<file path="config.mk">
export PLATFORM = sky130hd
export DESIGN_NAME = fwd_hazard_unit
export DESIGN_NICKNAME = d
export VERILOG_FILES = /design/src/rtl/fwd_hazard_unit_pkg.sv /design/src/rtl/fwd_port_sel.sv /design/src/rtl/fwd_hazard_unit.sv
export SDC_FILE = /design/constraint.sdc
export NUM_CORES = 1
export LEC_CHECK = 0
export ABC_AREA = 1
export ABC_CLOCK_PERIOD_IN_PS = 2500
export CAP_MARGIN = 20
export CORE_MARGIN = 8
export CORE_UTILIZATION = 60
export DETAILED_ROUTE_END_ITERATION = 7
export DONT_BUFFER_PORTS = 1
export PLACE_DENSITY = 0.82
export SLEW_MARGIN = 40
export SYNTH_ARGS = -nofsm -noshare
export SYNTH_HDL_FRONTEND = slang
export SYNTH_HIERARCHICAL = 1
export SYNTH_SLANG_ARGS = --single-unit
</file>
<file path="constraint.sdc">
create_clock -name clk -period 2.5 [get_ports clk]
set_input_delay 0.375 -clock clk [delete_from_list [all_inputs] [get_ports clk]]
set_output_delay 0.375 -clock clk [all_outputs]
set_load 0.02 [all_outputs]
</file>
<file path="src/rtl/fwd_hazard_unit_pkg.sv">
// Shared pipeline definitions: operand-forward select encodings, also used by the
// EX operand mux, plus the hazard-cause bundle used by the hazard unit.
package fwd_hazard_unit_pkg;

  typedef enum logic [1:0] {
    FWD_RF    = 2'b00,
    FWD_MEMWB = 2'b01,
    FWD_EXMEM = 2'b10,
    FWD_LL    = 2'b11
  } fwd_sel_e;

  typedef struct packed {
    logic load_use;
    logic scoreboard;
    logic waw;
  } hazard_t;

endpackage

</file>
<file path="src/rtl/fwd_port_sel.sv">
// Forward-source select for one EX read port. Priority: long-latency writeback,
// then EX/MEM, then MEM/WB. Register 0 never forwards.
module fwd_port_sel
  import fwd_hazard_unit_pkg::*;
#(
  parameter int AW = 5
) (
  input  logic [AW-1:0] i_ex_rs,
  input  logic          i_ll_done,
  input  logic [AW-1:0] i_ll_done_rd,
  input  logic          i_ex_mem_reg_write,
  input  logic [AW-1:0] i_ex_mem_rd,
  input  logic          i_mem_wb_reg_write,
  input  logic [AW-1:0] i_mem_wb_rd,
  output fwd_sel_e      o_sel
);

  logic w_nz;
  assign w_nz = (i_ex_rs != '0);

  always_comb begin
    o_sel = FWD_RF;
    if (w_nz) begin
      if (i_ll_done && (i_ll_done_rd == i_ex_rs))
        o_sel = FWD_LL;
      else if (i_ex_mem_reg_write && (i_ex_mem_rd == i_ex_rs))
        o_sel = FWD_EXMEM;
      else if (i_mem_wb_reg_write && (i_mem_wb_rd == i_ex_rs))
        o_sel = FWD_MEMWB;
    end
  end

endmodule

</file>
<file path="src/rtl/fwd_hazard_unit.sv">
// Forwarding and hazard unit: per-port forward selects, load-use / scoreboard / WAW
// stall, long-latency busy scoreboard, stall counter and sticky protocol error.
module fwd_hazard_unit
  import fwd_hazard_unit_pkg::*;
#(
  parameter int NUM_RP = 2,
  parameter int AW     = 5,
  parameter int CNT_W  = 32
) (
  input  logic                 clk,
  input  logic                 rst,
  input  logic [NUM_RP*AW-1:0] id_rs,
  input  logic [NUM_RP-1:0]    id_rs_valid,
  input  logic [NUM_RP*AW-1:0] ex_rs,
  input  logic [AW-1:0]        id_ex_rd,
  input  logic                 id_ex_reg_write,
  input  logic                 id_ex_mem_read,
  input  logic [AW-1:0]        ex_mem_rd,
  input  logic                 ex_mem_reg_write,
  input  logic [AW-1:0]        mem_wb_rd,
  input  logic                 mem_wb_reg_write,
  input  logic                 ll_issue,
  input  logic [AW-1:0]        ll_issue_rd,
  input  logic                 ll_done,
  input  logic [AW-1:0]        ll_done_rd,
  output logic [NUM_RP*2-1:0]  fwd_sel,
  output logic                 stall,
  output logic [2**AW-1:0]     busy,
  output logic [CNT_W-1:0]     stall_cnt,
  output logic                 sb_err
);

  localparam int NREGS = 2**AW;

  logic [NREGS-1:0] r_busy;
  logic [CNT_W-1:0] r_stall_cnt;
  logic             r_sb_err;

  logic [NREGS-1:0] w_busy_nxt;
  logic             w_err;
  hazard_t          w_haz;
  logic             w_stall;
  fwd_sel_e         w_sel [NUM_RP];

  for (genvar p = 0; p < NUM_RP; p++) begin : g_port
    fwd_port_sel #(.AW(AW)) u_sel (
      .i_ex_rs            (ex_rs[p*AW +: AW]),
      .i_ll_done          (ll_done),
      .i_ll_done_rd       (ll_done_rd),
      .i_ex_mem_reg_write (ex_mem_reg_write),
      .i_ex_mem_rd        (ex_mem_rd),
      .i_mem_wb_reg_write (mem_wb_reg_write),
      .i_mem_wb_rd        (mem_wb_rd),
      .o_sel              (w_sel[p])
    );
    assign fwd_sel[2*p +: 2] = w_sel[p];
  end

  // A source whose long-latency result lands this cycle is forwarded, not stalled.
  always_comb begin
    logic [AW-1:0] w_rs;
    w_haz = '0;
    w_rs  = '0;
    for (int p = 0; p < NUM_RP; p++) begin
      w_rs = id_rs[p*AW +: AW];
      if (id_rs_valid[p] && (w_rs != '0)) begin
        if (id_ex_mem_read && id_ex_reg_write && (id_ex_rd == w_rs))
          w_haz.load_use = 1'b1;
        if (r_busy[w_rs] && !(ll_done && (ll_done_rd == w_rs)))
          w_haz.scoreboard = 1'b1;
      end
    end
    if (ll_issue && (ll_issue_rd != '0) && r_busy[ll_issue_rd] &&
        !(ll_done && (ll_done_rd == ll_issue_rd)))
      w_haz.waw = 1'b1;
  end

  assign w_stall = |w_haz;

  // Clear on writeback first so a same-cycle accepted issue to that rd wins.
  always_comb begin
    w_busy_nxt = r_busy;
    w_err      = 1'b0;
    if (ll_done && (ll_done_rd != '0)) begin
      if (r_busy[ll_done_rd]) w_busy_nxt[ll_done_rd] = 1'b0;
      else                    w_err = 1'b1;
    end
    if (ll_issue && !w_stall && (ll_issue_rd != '0))
      w_busy_nxt[ll_issue_rd] = 1'b1;
    w_busy_nxt[0] = 1'b0;
  end

  always_ff @(posedge clk) begin
    if (rst) begin
      r_busy      <= '0;
      r_stall_cnt <= '0;
      r_sb_err    <= 1'b0;
    end else begin
      r_busy <= w_busy_nxt;
      if (w_err) r_sb_err <= 1'b1;
      if (w_stall && (r_stall_cnt != '1)) r_stall_cnt <= r_stall_cnt + CNT_W'(1);
    end
  end

  assign stall     = w_stall;
  assign busy      = r_busy;
  assign stall_cnt = r_stall_cnt;
  assign sb_err    = r_sb_err;

endmodule
</file>
# --- After elaboration in Yosys (flattened, before gate mapping) ---
# Index checks and enable logic that the tools add are counted.
totals:
  register_bits: 65
  latchBits: 0
  ramBits: 0
  romBits: 0
  output_inout_bits: 70
  word_cells: 94
  memories: 0
op_classes:
  n_addsub: 1
  mul: 0
  div: 0
  n_lt_le_gt_ge: 6
  eq_ne: 12
  n_shift: 0
  n_mux: 32
  n_bitwise: 3
  n_reduce_logical: 36
ops:
  columns: ["op", "count"]
  rows:
  - ["32-bit two-way mux", 3]
  - ["5-bit == test", 11]
  - ["32-bit by 1-bit adder with 32-bit output, second input constant", 1]
  - ["32-bit AND", 1]
  - ["32-bit != test, second input constant", 1]
  - ["32-bit NOT", 1]
  - ["32-bit bitwise OR", 1]
  - ["5-bit nonzero test", 6]
  - ["1-bit logical AND", 25]
  - ["5-bit by 6-bit < comparator with 1-bit output, second input constant", 4]
  - ["1-bit binary-select mux with 5-bit select", 4]
  - ["2-bit two-way mux", 8]
  - ["1-bit two-way mux", 15]
  - ["1-bit demux with 5-bit select", 2]
  - ["5-bit by 1-bit >= comparator with 1-bit output, second input constant", 2]
  - ["1-bit logical NOT", 4]
  - ["3-bit OR reduction", 1]

# --- Depth between registers and ports, before layout ---
depth:
  word_depth: 13
  depth_mapped: 17

# --- Cells and area by module ---
# The synthesis kept the hierarchy.
modules_own_cells:
  columns: ["mod", "instances", "cells_per_inst", "area_per_inst_um2", "seq_area_each_um2"]
  rows:
  - ["fwd_hazard_unit", 1, 900, 5415.2, 1281.2]
  - ["fwd_port_sel", 2, 67, 309.0, 0.0]

# --- Worst setup path after synthesis ---
# OpenSTA, ideal clock, no wires.
synth_path:
  path_kind: "register to register"
  from: "reg r_stall_cnt[0] (netlist: stall_cnt[0])"
  to: "reg r_stall_cnt[21] (netlist: stall_cnt[21])"
  arrival_ps: 2019
  path_slack_ps: 342
  path_stages_with_launch: 14
  cell_sequence: "dfxtp_1 -> ha_1 -> nand2_1 -> inv_2 -> nand2_4 -> nor2_8 -> nand2_2 -> nor2_2 -> nand4_1 -> nor2_1 -> nand4_2 -> clkbuf_1 -> nand3_1 -> a21oi_2"
synth_via:
  elab_chain_len: 2
synth_rtl:
  columns: ["item", "line_no", "rtl"]
  rows:
  - ["start: declaration", "fwd_hazard_unit.sv:36", "logic [CNT_W-1:0] r_stall_cnt;"]
  - ["start signal: assignment", "fwd_hazard_unit.sv:101", "if (w_stall && (r_stall_cnt != '1)) r_stall_cnt <= r_stall_cnt + CNT_W'(1);"]
  - ["parallel branches: the longest is 2 deep, another holds 32-bit by 1-bit adder with 32-bit output", null, null]
# Several ways; the timed one is not identified.
# A chain may end at the register's enable or synchronous reset.

# --- Final worst setup path ---
layout_path:
  from: "reg r_busy[29] (netlist: busy[29])"
  to: "out stall"
layout_via:
  elab_chain_len: 8
layout_rtl:
  columns: ["item", "line_no", "rtl"]
  rows:
  - ["start: declaration", "fwd_hazard_unit.sv:35", "logic [NREGS-1:0] r_busy;"]
  - ["start signal: assignment", "fwd_hazard_unit.sv:99", "r_busy <= w_busy_nxt;"]
  - ["1-bit binary-select mux with 5-bit select", "fwd_hazard_unit.sv:69", "if (r_busy[w_rs] && !(ll_done && (ll_done_rd == w_rs)))"]
  - ["1-bit two-way mux (implied by the code)", "fwd_hazard_unit.sv:69", null]
  - ["1-bit logical AND", "fwd_hazard_unit.sv:69", null]
  - ["1-bit two-way mux", "fwd_hazard_unit.sv:69", null]
  - ["2-bit two-way mux", "fwd_hazard_unit.sv:66", "if (id_rs_valid[p] && (w_rs != '0)) begin"]
  - ["1-bit two-way mux", "fwd_hazard_unit.sv:69", null]
  - ["2-bit two-way mux", "fwd_hazard_unit.sv:66", null]
  - ["3-bit OR reduction (*)", "fwd_hazard_unit.sv:78", "assign w_stall = |w_haz;"]
  - ["end: declaration", "fwd_hazard_unit.sv:27", "output logic stall,"]
# Mark *: on every way between the ends. The rest lies on a longest branch, timed or not. The select of a mux whose other input is x is not followed.

==> results.md <==
Logic synthesis:
- The mapped netlist covers 0.00603 mm2.
- The synthesized netlist devotes 16.1% of its cell area to compound gates.
- The post-synthesis instance total is 1,034.
- The number of flip-flops and latches in the synthesized netlist is 64.
- The count of warnings emitted by yosys is 6.
- In the synthesized netlist the async set-or-reset flop fraction comes to 0%.
- The synthesized design contains 0 enable-type register cells.
- The mean area per synthesized cell is just under 6 um2.
- The portion of the post-synthesis area used by sequential elements is between 20% and 30%.
- The main flop type after synthesis is dfxtp_1.
- Summing the areas of all xor and xnor instances in the mapped netlist gives 5.81% of the synthesized area.
- Of the total synthesized cell area, the portion taken by AND, OR, NAND and NOR gates is 45.0%.
- Multiplexer cells account for 0% of the synthesized area.
- Counting every net in the synthesized netlist gives 1,090.
- The count of unique library cells instantiated by Yosys is 46.
- The adder-cell share of the synthesized area is 0.207%.
- After synthesis, the largest family of logic cells by area is simple AND/OR/NAND/NOR gates.

Global route:
- The number of global-route vias before repair came to approximately 6,700.
- Entering global routing, the biggest net connects 64 pins.
- Global routing finished with a remaining overflow of 0.
- The first-pass GRT wire length is 35,500 um.
- The number of antenna violations at the first check in global routing is 0.
- The total routing usage reported by global routing is 33.3%.

Setup path:
- The largest individual stage delay along the critical path comes from the cell dfxtp_1.
- The most critical setup path has its endpoint at stall.
- The critical-path maximum fanout is 33.
- STA classifies the critical path endpoint as an output port.
- For the worst setup path, the data required time is between 2 and 2.5 ns.
- The worst register-to-register path has a setup slack of 0.29 ns.
- The startpoint type of the worst setup path is a flip-flop.
- On the worst path, the slowest cell contributes a delay of 0.48 ns.
- The critical path goes through inv_1 > a21oi_1 > o21ai_0 > nand3_1 > nand2_1 > nand3_1 > nand3_1 > nand3_2 > buf_12.
- STA puts the critical path data arrival time at 2.03 ns.
- The worst flop-to-flop path startpoint is stall_cnt[0].
- The worst register-to-register path has a depth of 14.
- The critical path class is flip-flop to output port.
- The most critical setup path has its startpoint at busy[29].
- The worst register-to-register path ends at stall_cnt[1].
- Among the stages of the critical path, the cell type that occurs most often is nand3_1.

Finish:
- 0 antenna diodes ended up in the layout.
- From synthesis to final layout, the design area changed by 9.44%.
- In the layout the commonest cells are nand2_1, nor2_1, inv_1, nand3_1, a21oi_1.
- The library cell used most frequently in the layout, excluding fill and tap cells, is nand2_1.
- The total of fill cells in the finished design is about 950.
- Excluding fillers, the count of instances in the completed layout stands at 1,184.
- Cells with a size suffix above 1 make up 12.6% of the layout.
- The final-stage net count is approximately 1,100.
- The cell area after layout is around 0.0066 mm2.
- Cells fill 67.5% of the core in the end.

Timing:
- The max-slew violation count was 0.
- Setup repair after global routing left no endpoint under its margin.
- In the final timing run, aggregate negative setup slack is 0 ns.
- Setup violations remaining at the end of the flow were counted as 0.
- At the pin with the least slew margin, the transition time is around 0.60 ns.
- The final worst clock skew is 0.0117 ns.
- The count of final hold-check violations came to 0.
- The worst slew margin relative to its limit is 59.7%.
- For this run, the top clock speed supported by timing is around 0.42 GHz.
- The portion of the clock cycle consumed by the worst path in the final layout is 96.3%.
- The worst path in the final design needs a cycle of 2.41 ns, including I/O delays and setup.

Die:
- The I/O pin total is 125.
- The region available for standard cell placement spans between 0.009 and 0.01 mm2.
- For this configuration, the core starts out at a cell density of 61.7%.
- The number of rows in the core area is 36.
- In this run the vertical extent of the chip is 116 um.
- The die outline width is 116 um.
- The area of the die is 0.0135 mm2.

Place:
- The count of input and output buffers is 0.
- In this run, placement finished with an instance count of 1,168.
- The HPWL after detailed placement is 16,300 um.
- At the end of routability-driven placement, the weighted congestion stood at 1.04.
- Once placement finished, the instance area stood at ~0.0063 mm2.

Clocking:
- The H-tree depth is 3.
- The clock latency at the later pin of the worst-skew pair is 0.35 ns.
- The count of hold buffers inserted by post-cts repair is 0.
- The number of clock sinks is between 60 and 70.
- TritonCTS created 9 clock buffers.
- TritonCTS built the clock tree.
- After clock tree synthesis, the repair step resized 0 gates.
- Counting along the longest clock path gives a buffer depth of 2.
- After clock tree synthesis, the clock-pin slew on the worst setup and hold paths is 0.08 ns.
- CTS placed an instance of clkbuf_8 at the clock tree root.
- The post-CTS setup buffer count is 0.

Route:
- The routed layout has 7,345 vias.
- After the first detailed-routing iteration, the DRC count stood at approximately 1,200.
- The sum of routed wire length over all layers is 22,700 um.
- Using the TritonRoute via totals, the vias-per-cell ratio works out to 6.20.
- For this run, design rule violations remaining after detail routing come to 0.
- After detailed routing, the average wire length per cell comes to 19.2 um.
- The number of detailed-routing iterations run before antenna repair is 6.
- The number of nets with antenna violations after detailed routing is 0.

Run:
- Max-cap violations in this run came to 0.

Worst hold path:
- The class of the tightest hold or removal check is input port to flip-flop.

Power and ir drop:
- The total power is around 2.6 mW.
- The leakage power is around 2.8 nW.
- IR analysis of the VDD net gives a maximum drop of 0.402 mV.
- Power spread over the standard cell area amounts to 401 mW/mm2.

Status:
- The run finished with clean final reports.
## cell type report
type | instances | area, um2 | share of cell area [%]
Sequential cell | 64 | 1290 | 19.6
Multi-Input combinational cell | 806 | 4060 | 61.5
Timing Repair Buffer | 51 | 408 | 6.18
Clock buffer | 11 | 141 | 2.14
Clock inverter | 5 | 104 | 1.57
Inverter | 114 | 430 | 6.52
Tap cell | 133 | 166 | 2.52
## cell families (layout without fill, tap and decap cells)
family                   after synthesis  count (layout)
flip-flops                            64              64
buffers and inverters                164             181
AND/OR/NAND/NOR                      607             607
other                                  1               1
adder cells (fa/ha/maj)                1               1
AO/OA/AOI/OAI                        157             157
XOR/XNOR                              40              40
## flip-flops by register name, indices dropped and copies added, names as in the netlist
register	flops
stall_cnt	32
busy	31
sb_err	1
## worst min-delay path by stage
stage                      start            end  slack, ns  cells after the start
final                        rst  stall_cnt[24]       0.08                      1
after global routing         rst  stall_cnt[24]       0.06                      1
after CTS                    rst  stall_cnt[24]       0.08                      1
after detailed placement     rst  stall_cnt[21]       0.45                      1
after global placement       rst  stall_cnt[24]       0.45                      1
after floorplan           sb_err         sb_err       0.53                      2
## synthesized netlist by cell type, types with 2 or more instances
cell | n | area share, %
o22ai_1 | 9 | 0.93
nor4_1 | 7 | 0.73
xnor2_1 | 12 | 1.7
nor2_1 | 114 | 7.1
buf_6 | 3 | 0.56
nand4_4 | 2 | 0.71
clkbuf_1 | 15 | 0.93
inv_2 | 10 | 0.62
nor3_1 | 25 | 2.1
buf_1 | 4 | 0.25
clkinv_1 | 3 | 0.19
a22oi_1 | 4 | 0.50
nand2_1 | 292 | 18
nand4_1 | 45 | 4.7
nand2_4 | 2 | 0.37
o211ai_1 | 8 | 1.0
o21ai_1 | 5 | 0.41
dfxtp_1 | 64 | 21
inv_1 | 100 | 6.2
o31ai_1 | 31 | 3.9
a21oi_1 | 63 | 5.2
nand2_2 | 11 | 1.1
nor2_2 | 8 | 0.83
a221oi_1 | 2 | 0.29
nand3_2 | 3 | 0.50
a21oi_2 | 12 | 1.7
nand3b_1 | 2 | 0.25
buf_4 | 5 | 0.62
buf_2 | 22 | 1.8
xor2_1 | 28 | 4.1
o21ai_0 | 18 | 1.5
nand3_1 | 91 | 7.5
## metrics by stage
step | hold WS, ns | setup slack (ns)
after floorplan | 0.526 | 0.342
after global placement | 0.448 | 0.314
after detailed placement | 0.453 | 0.313
after CTS | 0.0773 | 0.0541
after global routing | 0.0635 | 0.0217
final | 0.0837 | 0.0920
## power by group
part           switching (mW)  internal (mW)  leakage (nW)  total, mW
registers              0.0194           1.03         0.522       1.05
clock network           0.422          0.690         0.124       1.11
logic                   0.336          0.151          2.14      0.487
## worst max-delay path: cells and delay by family (launching register included)
kind,cells,cell delay [ns]
and+or+nand+nor,5,0.62
AOI/OAI and AO/OA,2,0.22
buffers and inverters,2,0.35
DFF,1,0.48
## metal layers
| layer | vias up | part of all wire [%] | track usage (%) |
|---|---|---|---|
| li1 | 3460 | - | - |
| met1 | 3268 | 39 | 43.9 |
| met2 | 552 | 43 | 49.7 |
| met3 | 65 | 15 | 8.38 |
| met4 | 0 | 3.1 | 15.6 |
| met5 | - | 0 | 0 |
No activity file was read; power rests on OpenSTA's default activity.
